$ cat config.mk
export PLATFORM = sky130hd
export DESIGN_NAME = bin2bcd_seq
export DESIGN_NICKNAME = d
export VERILOG_FILES = /design/src/rtl/bin2bcd_pkg.sv /design/src/rtl/bcd_adjust_shift.sv /design/src/rtl/bin2bcd_seq.sv
export SDC_FILE = /design/constraint.sdc
export NUM_CORES = 1
export LEC_CHECK = 0
export ABC_AREA = 1
export CORE_MARGIN = 2
export CORE_UTILIZATION = 40
export CTS_CLUSTER_SIZE = 16
export DETAILED_ROUTE_END_ITERATION = 12
export GPL_TIMING_DRIVEN = 0
export PLACE_DENSITY = 0.61
export SKIP_CTS_REPAIR_TIMING = 1
export SLEW_MARGIN = 20
export SYNTH_ARGS = -nofsm -noshare
export SYNTH_HDL_FRONTEND = slang
export SYNTH_SLANG_ARGS = --single-unit
export TNS_END_PERCENT = 5
$ cat constraint.sdc
create_clock -name clk -period 1.8 [get_ports clk]
set_input_delay 0.27 -clock clk [delete_from_list [all_inputs] [get_ports clk]]
set_output_delay 0.27 -clock clk [all_outputs]
set_load 0.005 [all_outputs]
$ cat src/rtl/bin2bcd_pkg.sv
// Shared types and constants for the sequential binary-to-BCD converter.
// No logic of its own; zero latency.
// No flow control here; users own their handshakes.
package bin2bcd_pkg;

    typedef enum logic [0:0] {
        IDLE  = 1'b0,
        SHIFT = 1'b1
    } state_t;

    typedef logic [3:0] bcd_digit_t;

    localparam bcd_digit_t ADJ_THRESH = 4'd5;
    localparam bcd_digit_t ADJ_ADD    = 4'd3;

endpackage

$ cat src/rtl/bcd_adjust_shift.sv
// One double-dabble step: add-3 to every digit >= 5, then shift {scratch, shift_reg} left by one.
// Purely combinational, zero latency.
// No flow control; the caller decides when to register the result.
module bcd_adjust_shift
    import bin2bcd_pkg::*;
#(
    parameter int DATA_W   = 32,
    parameter int N_DIGITS = 8
) (
    input  logic [4*N_DIGITS-1:0] scratch,
    input  logic [DATA_W-1:0]     shift_reg,
    output logic [4*N_DIGITS-1:0] scratch_nxt,
    output logic [DATA_W-1:0]     shift_nxt,
    output logic                  carry
);

    logic [4*N_DIGITS-1:0] adj;

    // A digit is at most 9 before adjust, so the 4-bit sum never exceeds 12.
    always_comb begin
        bcd_digit_t d;
        adj = '0;
        d   = '0;
        for (int i = 0; i < N_DIGITS; i++) begin
            d = scratch[4*i +: 4];
            adj[4*i +: 4] = (d >= ADJ_THRESH) ? d + ADJ_ADD : d;
        end
    end

    // The bit leaving the top digit is worth 10^N_DIGITS and marks overflow.
    assign {carry, scratch_nxt, shift_nxt} = {adj, shift_reg, 1'b0};

endmodule

$ cat src/rtl/bin2bcd_seq.sv
// Converts a DATA_W-bit value to N_DIGITS packed BCD digits, one double-dabble step per clock.
// Latency: done pulses DATA_W cycles after the accepting edge; one conversion per DATA_W+1 cycles.
// in_ready is low while converting; offered values are not queued and must be held or re-issued.
module bin2bcd_seq
    import bin2bcd_pkg::*;
#(
    parameter int DATA_W   = 32,
    parameter int N_DIGITS = 8,
    parameter int SIGNED   = 0
) (
    input  logic                  clk,
    input  logic                  rst_n,
    input  logic                  in_valid,
    output logic                  in_ready,
    input  logic [DATA_W-1:0]     in_data,
    output logic [4*N_DIGITS-1:0] bcd_out,
    output logic                  neg,
    output logic                  overflow,
    output logic                  busy,
    output logic                  done
);

    localparam int BCD_W = 4 * N_DIGITS;
    localparam int CNT_W = $clog2(DATA_W + 1);

    state_t             state;
    logic [CNT_W-1:0]   cnt;
    logic [DATA_W-1:0]  shift_reg;
    logic [DATA_W-1:0]  shift_nxt;
    logic [BCD_W-1:0]   scratch;
    logic [BCD_W-1:0]   scratch_nxt;
    logic               carry;
    logic               sign_pend;
    logic               ovf_pend;
    logic               in_neg;
    logic [DATA_W-1:0]  in_mag;

    // Negating the most negative value wraps to 2^(DATA_W-1) as an unsigned magnitude.
    assign in_neg   = (SIGNED != 0) && in_data[DATA_W-1];
    assign in_mag   = in_neg ? -in_data : in_data;
    assign in_ready = (state == IDLE);
    assign busy     = (state == SHIFT);

    bcd_adjust_shift #(
        .DATA_W   (DATA_W),
        .N_DIGITS (N_DIGITS)
    ) u_step (
        .scratch     (scratch),
        .shift_reg   (shift_reg),
        .scratch_nxt (scratch_nxt),
        .shift_nxt   (shift_nxt),
        .carry       (carry)
    );

    always_ff @(posedge clk or negedge rst_n) begin
        if (!rst_n) begin
            state     <= IDLE;
            cnt       <= '0;
            shift_reg <= '0;
            scratch   <= '0;
            sign_pend <= 1'b0;
            ovf_pend  <= 1'b0;
            bcd_out   <= '0;
            neg       <= 1'b0;
            overflow  <= 1'b0;
            done      <= 1'b0;
        end else begin
            done <= 1'b0;
            case (state)
                IDLE: begin
                    if (in_valid) begin
                        shift_reg <= in_mag;
                        sign_pend <= in_neg;
                        scratch   <= '0;
                        ovf_pend  <= 1'b0;
                        cnt       <= CNT_W'(DATA_W);
                        state     <= SHIFT;
                    end
                end
                SHIFT: begin
                    scratch   <= scratch_nxt;
                    shift_reg <= shift_nxt;
                    ovf_pend  <= ovf_pend | carry;
                    cnt       <= cnt - CNT_W'(1);
                    // Publish straight from the step output so no extra DONE cycle is needed.
                    if (cnt == CNT_W'(1)) begin
                        bcd_out  <= scratch_nxt;
                        neg      <= sign_pend;
                        overflow <= ovf_pend | carry;
                        done     <= 1'b1;
                        state    <= IDLE;
                    end
                end
                default: state <= IDLE;
            endcase
        end
    end

endmodule
# Word level (Yosys, flattened, before mapping)
# Index checks and enable logic that the tools add are counted.
# W data, S select, Z words.
[totals] regBits=106 inputBits=35 word_cells=51
[op_classes] addsub=9 magnitude_cmp=8 n_eq_ne=2 mux=21 bitwise=2 n_reduce_logical=1
[op_table] cell="$pmux W32 S2" n=2
[op_table] cell="$mux W32" n=2
[op_table] cell="$add A4 B2 Y4 const B" n=8
[op_table] cell="$ge A4 B3 Y1 const B" n=8
[op_table] cell="$mux W4" n=8
[op_table] cell="$pmux W6 S2" n=1
[op_table] cell="$eq A6 B1 Y1 const B" n=1
[op_table] cell="$mux W6" n=1
[op_table] cell="$sub A6 B1 Y6 const B" n=1
[op_table] cell="$mux W1" n=5
[op_table] cell="$pmux W1 S2" n=2
[op_table] cell="$ne A2 B2 Y1 const B" n=1
[op_table] cell="$reduce_and A2 Y1" n=1
[op_table] cell="$not A1 Y1" n=1
[op_table] cell="$or A1 B1 Y1" n=1

# Longest topological paths before layout
# Gate-level depths: netlist (run 1).
[logic_depth] word_depth=4 depth_mapped=10 mapped_depth_nobuf=10

# Modules after synthesis
# From an unflattened synthesis (run 1), not the netlist that was laid out.
[hier_totals] hier_cells=650 hier_area_um2=5474.0
[modules_own_cells] module="bin2bcd_seq" instances=1 cells_each=442 area_per_inst_um2=4266.6
[modules_own_cells] module="bcd_adjust_shift" instances=1 cells_each=208 area_per_inst_um2=1207.4

# Worst setup path before layout (run 1)
# Ideal clock, no wire load.
[synth_timing] kind="register -> register" from="reg scratch[4]" to="reg scratch[5]" setup_time_ns=0.065 t_arrival_ns=1.245 required_time_ns=1.735 setup_slack_ns=0.490 stages_incl_launch_ff=9 path_buffers=0 path_cell_list="dfrtp_1 -> inv_1 -> ha_1 -> inv_1 -> o21ai_0 -> nand2_1 -> nand2_1 -> nand3_1 -> nand2_1"
[synth_via] elab_chain_len=3 elab_cells_between_ends=4 classes_between="add/sub (1); order compare (1); mux (2)"
[synth_lines] item="start, declared" line_no="bin2bcd_seq.sv:30" source="logic [BCD_W-1:0] scratch;"
[synth_lines] item="start signal, assigned" line_no="bin2bcd_seq.sv:81" source="scratch <= scratch_nxt;"
[synth_lines] item="$add A4 B2 Y4 or $ge A4 B3 Y1 (tied branches)" line_no="bcd_adjust_shift.sv:26" source="adj[4*i +: 4] = (d >= ADJ_THRESH) ? d + ADJ_ADD : d;"
[synth_lines] item="$mux W4 *" line_no="bcd_adjust_shift.sv:26"
[synth_lines] item="$pmux W32 S2 *" line_no="bin2bcd_seq.sv:69" source="case (state)"
# Mark *: on every way between the ends. The rest lies on a longest branch, timed or not.
# A chain may end at the register's enable or synchronous reset.

# Worst setup path in the final report (run 1)
[layout_timing] from="reg state (netlist: busy)" to="out busy"
[layout_lines] item="start, declared" line_no="bin2bcd_seq.sv:26" source="state_t state;"
[layout_lines] item="start signal, assigned" line_no="bin2bcd_seq.sv:57" source="state <= IDLE;"
[layout_lines] item="start signal, assigned" line_no="bin2bcd_seq.sv:77" source="state <= SHIFT;"
[layout_lines] item="start signal, assigned" line_no="bin2bcd_seq.sv:91" source="state <= IDLE;"
[layout_lines] item="end, declared" line_no="bin2bcd_seq.sv:19" source="output logic busy,"
# No word-level cell between the ends.

==> results of run 1 <==
per-stage QoR:
stage	worst slack (ns)	total power, mW
after detailed placement	-0.286	8.36
after global routing	0.0606	11.2
after CTS	-0.670	10.3
after floorplan	0.490	6.75
after global placement	-3.64	8.13
final	0.211	10.3
worst max-delay path by stage:
stage / start / endpoint / slack [ns] / depth (start not counted)
6_report: busy / busy / 0.21 / 2
4_1_cts: busy / in_ready / -0.67 / 4
2_1_floorplan: scratch[4] / scratch[5] / 0.49 / 8
3_5_place_dp: busy / in_ready / -0.29 / 4
5_1_grt: scratch[9] / scratch[9] / 0.06 / 8
3_3_place_gp: rst_n / shift_reg[24] / -3.64 / 1
logic make-up after synthesis:
family | Yosys count | synth area share (%)
AOI/OAI and AO/OA | 66 | 7.17
adders and majority gates | 18 | 4.47
buffers and inverters | 80 | 6.77
DFF | 106 | 52.6
other | 1 | 0.0744
and+or+nand+nor | 352 | 28.9
critical path: cells and delay by family (launching register included):
| kind | cells | cell delay (ns) |
|---|---|---|
| buffers and inverters | 2 | 0.61 |
| DFF | 1 | 0.36 |
routing by layer:
layer	global-route usage, %	vias up	routed length [um]
li1	-	2173	-
met1	25.0	2036	5560
met2	30.1	113	5370
met3	4.88	8	543
met4	4.52	0	107
met5	0	-	0
Yosys cell counts:
master and number:
o22ai_1 9, ha_1 18, nor2_2 2, nand4_1 1
nor2_1 2, buf_6 2, o21ai_1 6, nand4_2 1
nand2_1 251, dfrtp_1 106, nand3_1 92, inv_2 2
inv_1 53, o21ai_0 37, clkbuf_1 6, buf_4 2
a21oi_1 6, conb_1 1, nor3_1 2, nand2_2 1
buf_2 14, o211ai_1 8, clkinv_2 1
power by group through the flow:
stage	clock network (mW)	registers, mW	logic (mW)
floorplan	0	4.03	2.71
global placement	0	4.13	4.00
detailed placement	0	4.17	4.19
CTS	1.98	4.14	4.21
global route	2.07	4.28	4.89
finish	1.92	4.14	4.21
final cells by class:
type | count | share of cell area [%]
Buffer | 24 | 2.29
Clock buffer | 13 | 4.43
Clock inverter | 2 | 0.158
Inverter | 56 | 3.38
Multi-Input combinational cell | 437 | 32.4
Sequential cell | 106 | 41.9
Tap cell | 172 | 3.40
Timing Repair Buffer | 75 | 12.1
==> flow_metrics.tcl, run 1 <==
set metrics [dict create \
    wl_per_cell_um 13.1 \
    numPlacedInstances 866 \
    hold_viol_final 0 \
    synth_area_leaders "dfrtp_1 53%, nand2_1 19%, nand3_1 9.1%, ha_1 4.5%, inv_1 3.9%" \
    drc_errors 0 \
    area_growth_pct 25.5 \
    slew_viol_final 0 \
    cts.htree.levels 3 \
    placed_area_sq_mm 0.00599 \
    reg2reg_depth 8 \
    timing.rr.start "scratch[8]" \
    gp_congestion 0.864 \
    cts_tree "built" \
    hold_class "input port to asynchronous set/reset pin" \
    ir_drop_uv 727 \
    grt_pass1_vias 4203 \
    synth_largest_area_cell "dfrtp_1" \
    whs_ns 0.435 \
    finalNetCount 762 \
    finalInstanceArea_sq_mm 0.00633 \
    arrival_ns 1.32 \
    die-height_um 116 \
    io_pins 72 \
    rows 41 \
    cts_sinks 106 \
    drtPass1Iterations 5 \
    grt_usage_pct 18.6 \
    grt_overflow_total 0 \
    coreArea_sq_mm 0.0125 \
    ys_seq_elements 106 \
    portBuffers 70 \
    p_clk_share_pct 18.7 \
    cts_buffers 9 \
    fp.dieArea_sq_mm 0.0135 \
    wl_mm 11.6 \
    p_per_area_mw_per_mm2 1620 \
    utilization_pct 50.8 \
    num-fill-cells 1222 \
    p_leak_nw 3.21 \
    crit_slowest_cell "clkdlybuf4s50_1" \
    antenna_cells 0 \
    grt_antenna_before_repair 0 \
    worstMarginPinSlew_ns 0.504 \
    netlist_area_sq_mm 0.00504 \
    final_common_cell "nand2_1" \
    crit_chain "buf_4 -> clkdlybuf4s50_1" \
    slew_headroom_pct 66.4 \
    ff_latch_area_sq_mm 0.00265 \
    setup.worst_path.start_class "flop" \
    swShare_pct 38.0 \
    cts_buffer_depth 2 \
    finalSetupViolations 0 \
    max_freq_ghz 0.629 \
    layout_common_cells "251 x nand2_1, 106 x dfrtp_1, 92 x nand3_1, 68 x clkdlybuf4s50_1, 53 x inv_1" \
    fin_skew_ns 0.00680 \
    dpl.hpwl_mm 8.15 \
    multi_input_area_sq_mm 0.00205 \
    tns_ns 0 \
    critPathKind "flop to output port" \
    endpoint_kind "output port" \
    required_ns 1.53 \
    grt_max_degree 60 \
    rrSetupSlack_ns 0.23 \
    die_w_um 116 \
    reg2reg_to "scratch[9]" \
    instances_no_fill 885 \
    internal-power_mw 6.36 \
    routed-via-count 4330 \
    ys_seq_area_share_pct 52.6 \
    via_per_inst 4.89 \
    seqPwrFrac_pct 40.3 \
    synth.distinct_cells 23 \
    status "finished, final reports clean" \
    rsz0062_at_grt "no" \
    cap_violations 0 \
    fin_crit_sh_pct 88.3 \
    clk_latency_ns 0.35 \
    netlist.area_leader.share_pct 52.6 \
    slowest_delay_ns 0.49 \
    drtIter0Drc 250 \
    cts_root_buffer "clkbuf_16" \
    grt_first_pass_wirelength_mm 19.6 \
    clk_pin_slew_ns 0.07 \
    syn_inst 623 \
    yosysWarnings 0 \
    p_sw_mw 3.90 \
    path_max_fanout 2 \
    drtAntennaViolNets 0 \
    drive_above_1_share_pct 6.45 \
    min_period_ns 1.59 \
    synth_fp_nets 676 \
    start_util_pct 40.4 \
    pwr-share-comb_pct 41.0 \
    syn_avg_cell_area_sq_um 8.09 \
]
(Power assumes the default switching activity.)
==> run 2: changes to the inputs <==
- CELL_PAD_IN_SITES_DETAIL_PLACEMENT: default -> 0
- CELL_PAD_IN_SITES_GLOBAL_PLACEMENT: default -> 1
- PLACE_DENSITY: 0.61 -> 0.78
==> run 2 against run 1 <==
- sequential cell count unchanged
- non-clock buffer count increased by 3
- fmax increased by 0.10%
- global-route usage decreased by 0.50 points
- register-to-register slack improved by 0.02 ns
- clock-buffer cell count unchanged
- first-iteration DRC count decreased by 2.8%
- sequential power about the same
- sequential share of layout area decreased by 0.083 points
- clock skew about the same
- core utilization increased by 0.10 points
- routed wire length about the same
==> flow_metrics.tcl, run 2 (synthesis results as in run 1) <==
set metrics [dict create \
    cts_buffers 9 \
    reg2reg_to "bcd_out[26]" \
    multi_input_area_sq_mm 0.00205 \
    fin_skew_ns 0.00694 \
    routed-via-count 4249 \
    drc_errors 0 \
    die_w_um 116 \
    status "finished, final reports clean" \
    required_ns 1.53 \
    gp_congestion 0.801 \
    whs_ns 0.388 \
    ff_latch_area_sq_mm 0.00265 \
    cp_top_family "buffers and inverters" \
    via_per_inst 4.78 \
    num-fill-cells 1236 \
    wl_per_cell_um 13.0 \
    p_sw_mw 3.90 \
    layout_common_cells "251 x nand2_1, 106 x dfrtp_1, 92 x nand3_1, 68 x clkdlybuf4s50_1, 53 x inv_1" \
    setup.worst_path.start_class "flop" \
    p_clk_share_pct 18.8 \
    die-height_um 116 \
    path_max_fanout 2 \
    area_growth_pct 25.8 \
    internal-power_mw 6.37 \
    start_util_pct 40.4 \
    drtAntennaViolNets 0 \
    grt_overflow_total 0 \
    arrival_ns 1.32 \
    crit_start "busy" \
    portBuffers 70 \
    rrSetupSlack_ns 0.25 \
    seqPwrFrac_pct 40.2 \
    p_leak_nw 3.21 \
    slowest_delay_ns 0.49 \
    io_pins 72 \
    dpl.hpwl_mm 8.09 \
    swShare_pct 38.0 \
    fin_crit_sh_pct 88.2 \
    clk_pin_slew_ns 0.07 \
    drtIter0Drc 243 \
    cts.htree.levels 3 \
    drive_above_1_share_pct 6.42 \
    critPathKind "flop to output port" \
    grt_first_pass_wirelength_mm 19.1 \
    crit_slowest_cell "clkdlybuf4s50_1" \
    finalNetCount 765 \
    cts_root_buffer "clkbuf_16" \
    worstMarginPinSlew_ns 0.534 \
    cts_buffer_depth 2 \
    grt_antenna_before_repair 0 \
    cts_sinks 106 \
    ir_drop_uv 462 \
    slew_viol_final 0 \
    rows 41 \
    grt_usage_pct 18.1 \
    final_common_cell "nand2_1" \
    reg2reg_depth 8 \
    drtPass1Iterations 4 \
    wl_mm 11.6 \
    hold_class "input port to asynchronous set/reset pin" \
    crit_chain "buf_4 -> clkdlybuf4s50_1" \
    antenna_cells 0 \
    placed_area_sq_mm 0.00599 \
    p_total_mw 10.3 \
    finalSetupViolations 0 \
    endpoint_kind "output port" \
    hold_viol_final 0 \
    max_freq_ghz 0.630 \
    crit_path_end "busy" \
    p_per_area_mw_per_mm2 1620 \
    min_period_ns 1.59 \
    cp.depth 2 \
    clk_latency_ns 0.35 \
    coreArea_sq_mm 0.0125 \
    timing.rr.start "scratch[24]" \
    grt_pass1_vias 3985 \
    finalInstanceArea_sq_mm 0.00634 \
    cp_num_buf_inv 2 \
    fp.dieArea_sq_mm 0.0135 \
    rsz0062_at_grt "no" \
    slew_headroom_pct 64.4 \
    cts_tree "built" \
    grt_max_degree 71 \
    pwr-share-comb_pct 40.9 \
    cap_violations 0 \
]
## run 2: cell types whose count changed in the layout (fill, tap and decap cells not counted)
cell       previous run  this run
buf_4                 4         7
bufinv_16             0         1
clkbuf_1              5         9
clkbuf_8              4         0
o21ai_0              36        37
o21ai_1               7         6
## run 2: area by class of cell
type	count	share of cell area (%)
Tap cell	172	3.39
Sequential cell	106	41.8
Multi-Input combinational cell	437	32.3
Clock inverter	3	0.631
Buffer	24	2.29
Timing Repair Buffer	78	12.4
Clock buffer	13	3.79
Inverter	56	3.37
## run 2: worst min-delay path by stage
stage	from	to	slack [ns]	cells after the start
global route	rst_n	bcd_out[22]	0.41	2
floorplan	rst_n	bcd_out[0]	-0.03	0
global placement	bcd_out[25]	bcd_out[25]	0.46	2
finish	rst_n	bcd_out[22]	0.39	2
detailed placement	rst_n	bcd_out[22]	0.20	1
CTS	rst_n	bcd_out[22]	-0.18	1
## run 2: routing by layer
metal | up-vias | global-route usage [%] | share of wire, %
li1 | 2181 | - | -
met1 | 1966 | 24.7 | 48
met2 | 91 | 29.2 | 46
met3 | 11 | 2.49 | 4.1
met4 | 0 | 7.06 | 1.3
met5 | - | 0 | 0
## run 2: power by group through the flow
stage	clock, mW	combinational (mW)	sequential [mW]
5_1_grt	2.10	4.88	4.28
4_1_cts	1.99	4.21	4.13
6_report	1.93	4.21	4.13
3_3_place_gp	0	4.05	4.14
3_5_place_dp	0	4.19	4.16
2_1_floorplan	0	2.71	4.03
## run 2: stage by stage
stage / util [%] / setup TNS [ns] / setup WS, ns / instances
2_1_floorplan: - / 0 / 0.490 / 623
4_1_cts: 50.3 / -0.630 / -0.630 / 882
6_report: 50.9 / 0 / 0.212 / 889
3_3_place_gp: 47.8 / -392.17 / -3.71 / 865
3_5_place_dp: 48.0 / -0.248 / -0.248 / 866
5_1_grt: 50.9 / 0 / 0.0724 / 889
==> run 3: changes to the inputs <==
- ABC_AREA: 1 -> default
- PLACE_DENSITY: 0.78 -> 0.75
- RECOVER_POWER: default -> 50
==> run 3 against run 2 <==
- clock skew barely moved
- worst setup slack worse by 0.10 ns
- fmax shrank 6.2%
- die area about the same
- register-to-register slack worse by 0.14 ns
- sequential share of layout area fell by 0.27 points
- critical path type is now flop to flop
- critical endpoint is now bcd_out[2]
- largest cell class unchanged
- largest power group unchanged
==> flow_metrics.tcl, run 3 <==
set metrics [dict create \
    final_common_cell "dfrtp_1" \
    synth_area_leaders "dfrtp_1 53%, mux2i_1 7.3%, o21ai_0 7.3%, nand2_1 6.6%, ha_1 4.5%" \
    min_period_ns 1.69 \
    die_w_um 116 \
    die-height_um 116 \
    synth_common_cells "106 x dfrtp_1, 88 x nand2_1, 74 x o21ai_0" \
    p_leak_nw 2.91 \
    synth.distinct_cells 33 \
    layout_common_cells "106 x dfrtp_1, 87 x nand2_1, 74 x o21ai_0, 67 x clkdlybuf4s50_1, 36 x mux2i_1" \
    crit_slowest_cell "dfrtp_1" \
    slew_headroom_pct 29.5 \
    setup.worst_path.start_class "flop" \
    coreArea_sq_mm 0.0125 \
    finalSetupViolations 0 \
    hold_viol_final 0 \
    drtAntennaViolNets 0 \
    endpoint_kind "flop" \
    p_per_area_mw_per_mm2 1670 \
    finalInstanceArea_sq_mm 0.00638 \
    utilization_pct 51.2 \
    path_max_fanout 5 \
    via_per_inst 5.06 \
    synth_ff_type "dfrtp_1" \
    yosysWarnings 0 \
    grt_antenna_before_repair 0 \
    crit_chain "inv_1 -> ha_1 -> nand2b_1 -> a21oi_1 -> mux2i_2 -> mux2_2" \
    start_util_pct 40.4 \
    finalNetCount 643 \
    routed-via-count 3871 \
    drc_errors 0 \
    max_freq_ghz 0.591 \
    wl_per_cell_um 14.9 \
    syn_avg_cell_area_sq_um 9.98 \
    status "finished, final reports clean" \
    wl_mm 11.4 \
    syn_inst 505 \
    rows 41 \
    clk_latency_ns 0.35 \
    ir_drop_uv 743 \
    area_growth_pct 26.7 \
    required_ns 2.09 \
    yosysMostFrequentCell "dfrtp_1" \
    ys_seq_elements 106 \
    netlist_area_sq_mm 0.00504 \
    antenna_cells 0 \
    gp_congestion 0.796 \
    hold_class "input port to flop" \
    cts_buffers 9 \
    ys_seq_area_share_pct 52.6 \
    synth_largest_area_cell "dfrtp_1" \
    grt_pass1_vias 3889 \
    synth_fp_nets 558 \
    rsz0062_at_grt "yes" \
    placed_area_sq_mm 0.00597 \
    cap_violations 0 \
    critPathKind "flop to flop" \
    netlist.area_leader.share_pct 52.6 \
    worstMarginPinSlew_ns 1.06 \
    cts.htree.levels 3 \
    drtIter0Drc 183 \
    portBuffers 69 \
    grt_first_pass_wirelength_mm 19.3 \
    arrival_ns 1.99 \
    fin_crit_sh_pct 94.0 \
    dpl.hpwl_mm 8.02 \
    grt_usage_pct 18.6 \
    slowest_delay_ns 0.39 \
    grt_overflow_total 0 \
    cts_root_buffer "clkbuf_16" \
    cts_sinks 106 \
    num-fill-cells 1187 \
    synthArstFlopShare_pct 100 \
    fin_skew_ns 0.00702 \
    drive_above_1_share_pct 9.61 \
    slew_viol_final 0 \
    synth_edf_count 0 \
    drtPass1Iterations 4 \
    clk_pin_slew_ns 0.07 \
    fp.dieArea_sq_mm 0.0135 \
    cts_buffer_depth 2 \
    cts_tree "built" \
    io_pins 72 \
    grt_max_degree 66 \
]
run 3: cell type report:
type / instances / area (sq um) / area share [%]
Tap cell: 172 / 215 / 3.37
Timing Repair Buffer: 74 / 741 / 11.6
Clock buffer: 12 / 267 / 4.17
Buffer: 28 / 155 / 2.43
Inverter: 21 / 86.3 / 1.35
Multi-Input combinational cell: 350 / 2210 / 34.6
Clock inverter: 2 / 60.1 / 0.941
Sequential cell: 106 / 2650 / 41.6
run 3: kinds of logic (layout without fill, tap and decap cells):
family	count (synthesis)	in the layout	share of synthesized area, %
and+or+nand+nor	143	143	13.2
xor gates and xnor gates	9	9	1.56
AOI/OAI and AO/OA	131	131	14.3
other	1	1	0.0744
buffers and inverters	49	137	3.97
muxes	48	48	9.81
adders and majority gates	18	18	4.47
DFF	106	106	52.6
run 3: worst paths after layout:
check	start	endpoint	slack, ns	cells after the start
min reg2reg	shift_reg[15]	shift_reg[16]	0.48	2
max reg2reg	scratch[0]	bcd_out[2]	0.11	6
min in group asynchronous	rst_n	bcd_out[17]	0.64	2
max in group asynchronous	rst_n	shift_reg[10]	0.27	3
max	scratch[0]	bcd_out[2]	0.11	6
min	in_valid	shift_reg[1]	0.38	3
run 3: routing by layer:
metal / wire length [um] / vias up / global-route usage, %
li1: - / 1913 / -
met1: 5260 / 1879 / 23.9
met2: 5330 / 64 / 29.3
met3: 662 / 15 / 6.28
met4: 169 / 0 / 6.59
met5: 0 / - / 0
run 3: metrics by stage:
stage	worst slack, ns	power (mW)	hold WS (ns)	setup TNS [ns]	cells
floorplan	0.264	6.84	-0.0256	0	505
detailed placement	-0.590	8.46	0.217	-2.24	747
finish	0.108	10.7	0.376	0	765
CTS	-1.00	10.7	-0.162	-3.47	761
global route	-0.0419	11.6	0.387	-0.150	765
global placement	-3.71	8.25	0.462	-394.04	746
run 3: worst max-delay path: cells and delay by family (launching register included):
kind | cells | cell delay [ns]
buffers and inverters | 1 | 0.11
AO/OA/AOI/OAI | 1 | 0.28
flip-flops | 1 | 0.39
adder cells (fa/ha/maj) | 1 | 0.25
AND/OR/NAND/NOR | 1 | 0.09
multiplexers | 2 | 0.50
run 3: power breakdown:
| part | switching (mW) | internal, mW | leakage [nW] |
|---|---|---|---|
| combinational | 2.09 | 2.26 | 1.39 |
| clock | 0.853 | 1.32 | 0.161 |
| sequential | 0.764 | 3.39 | 1.36 |
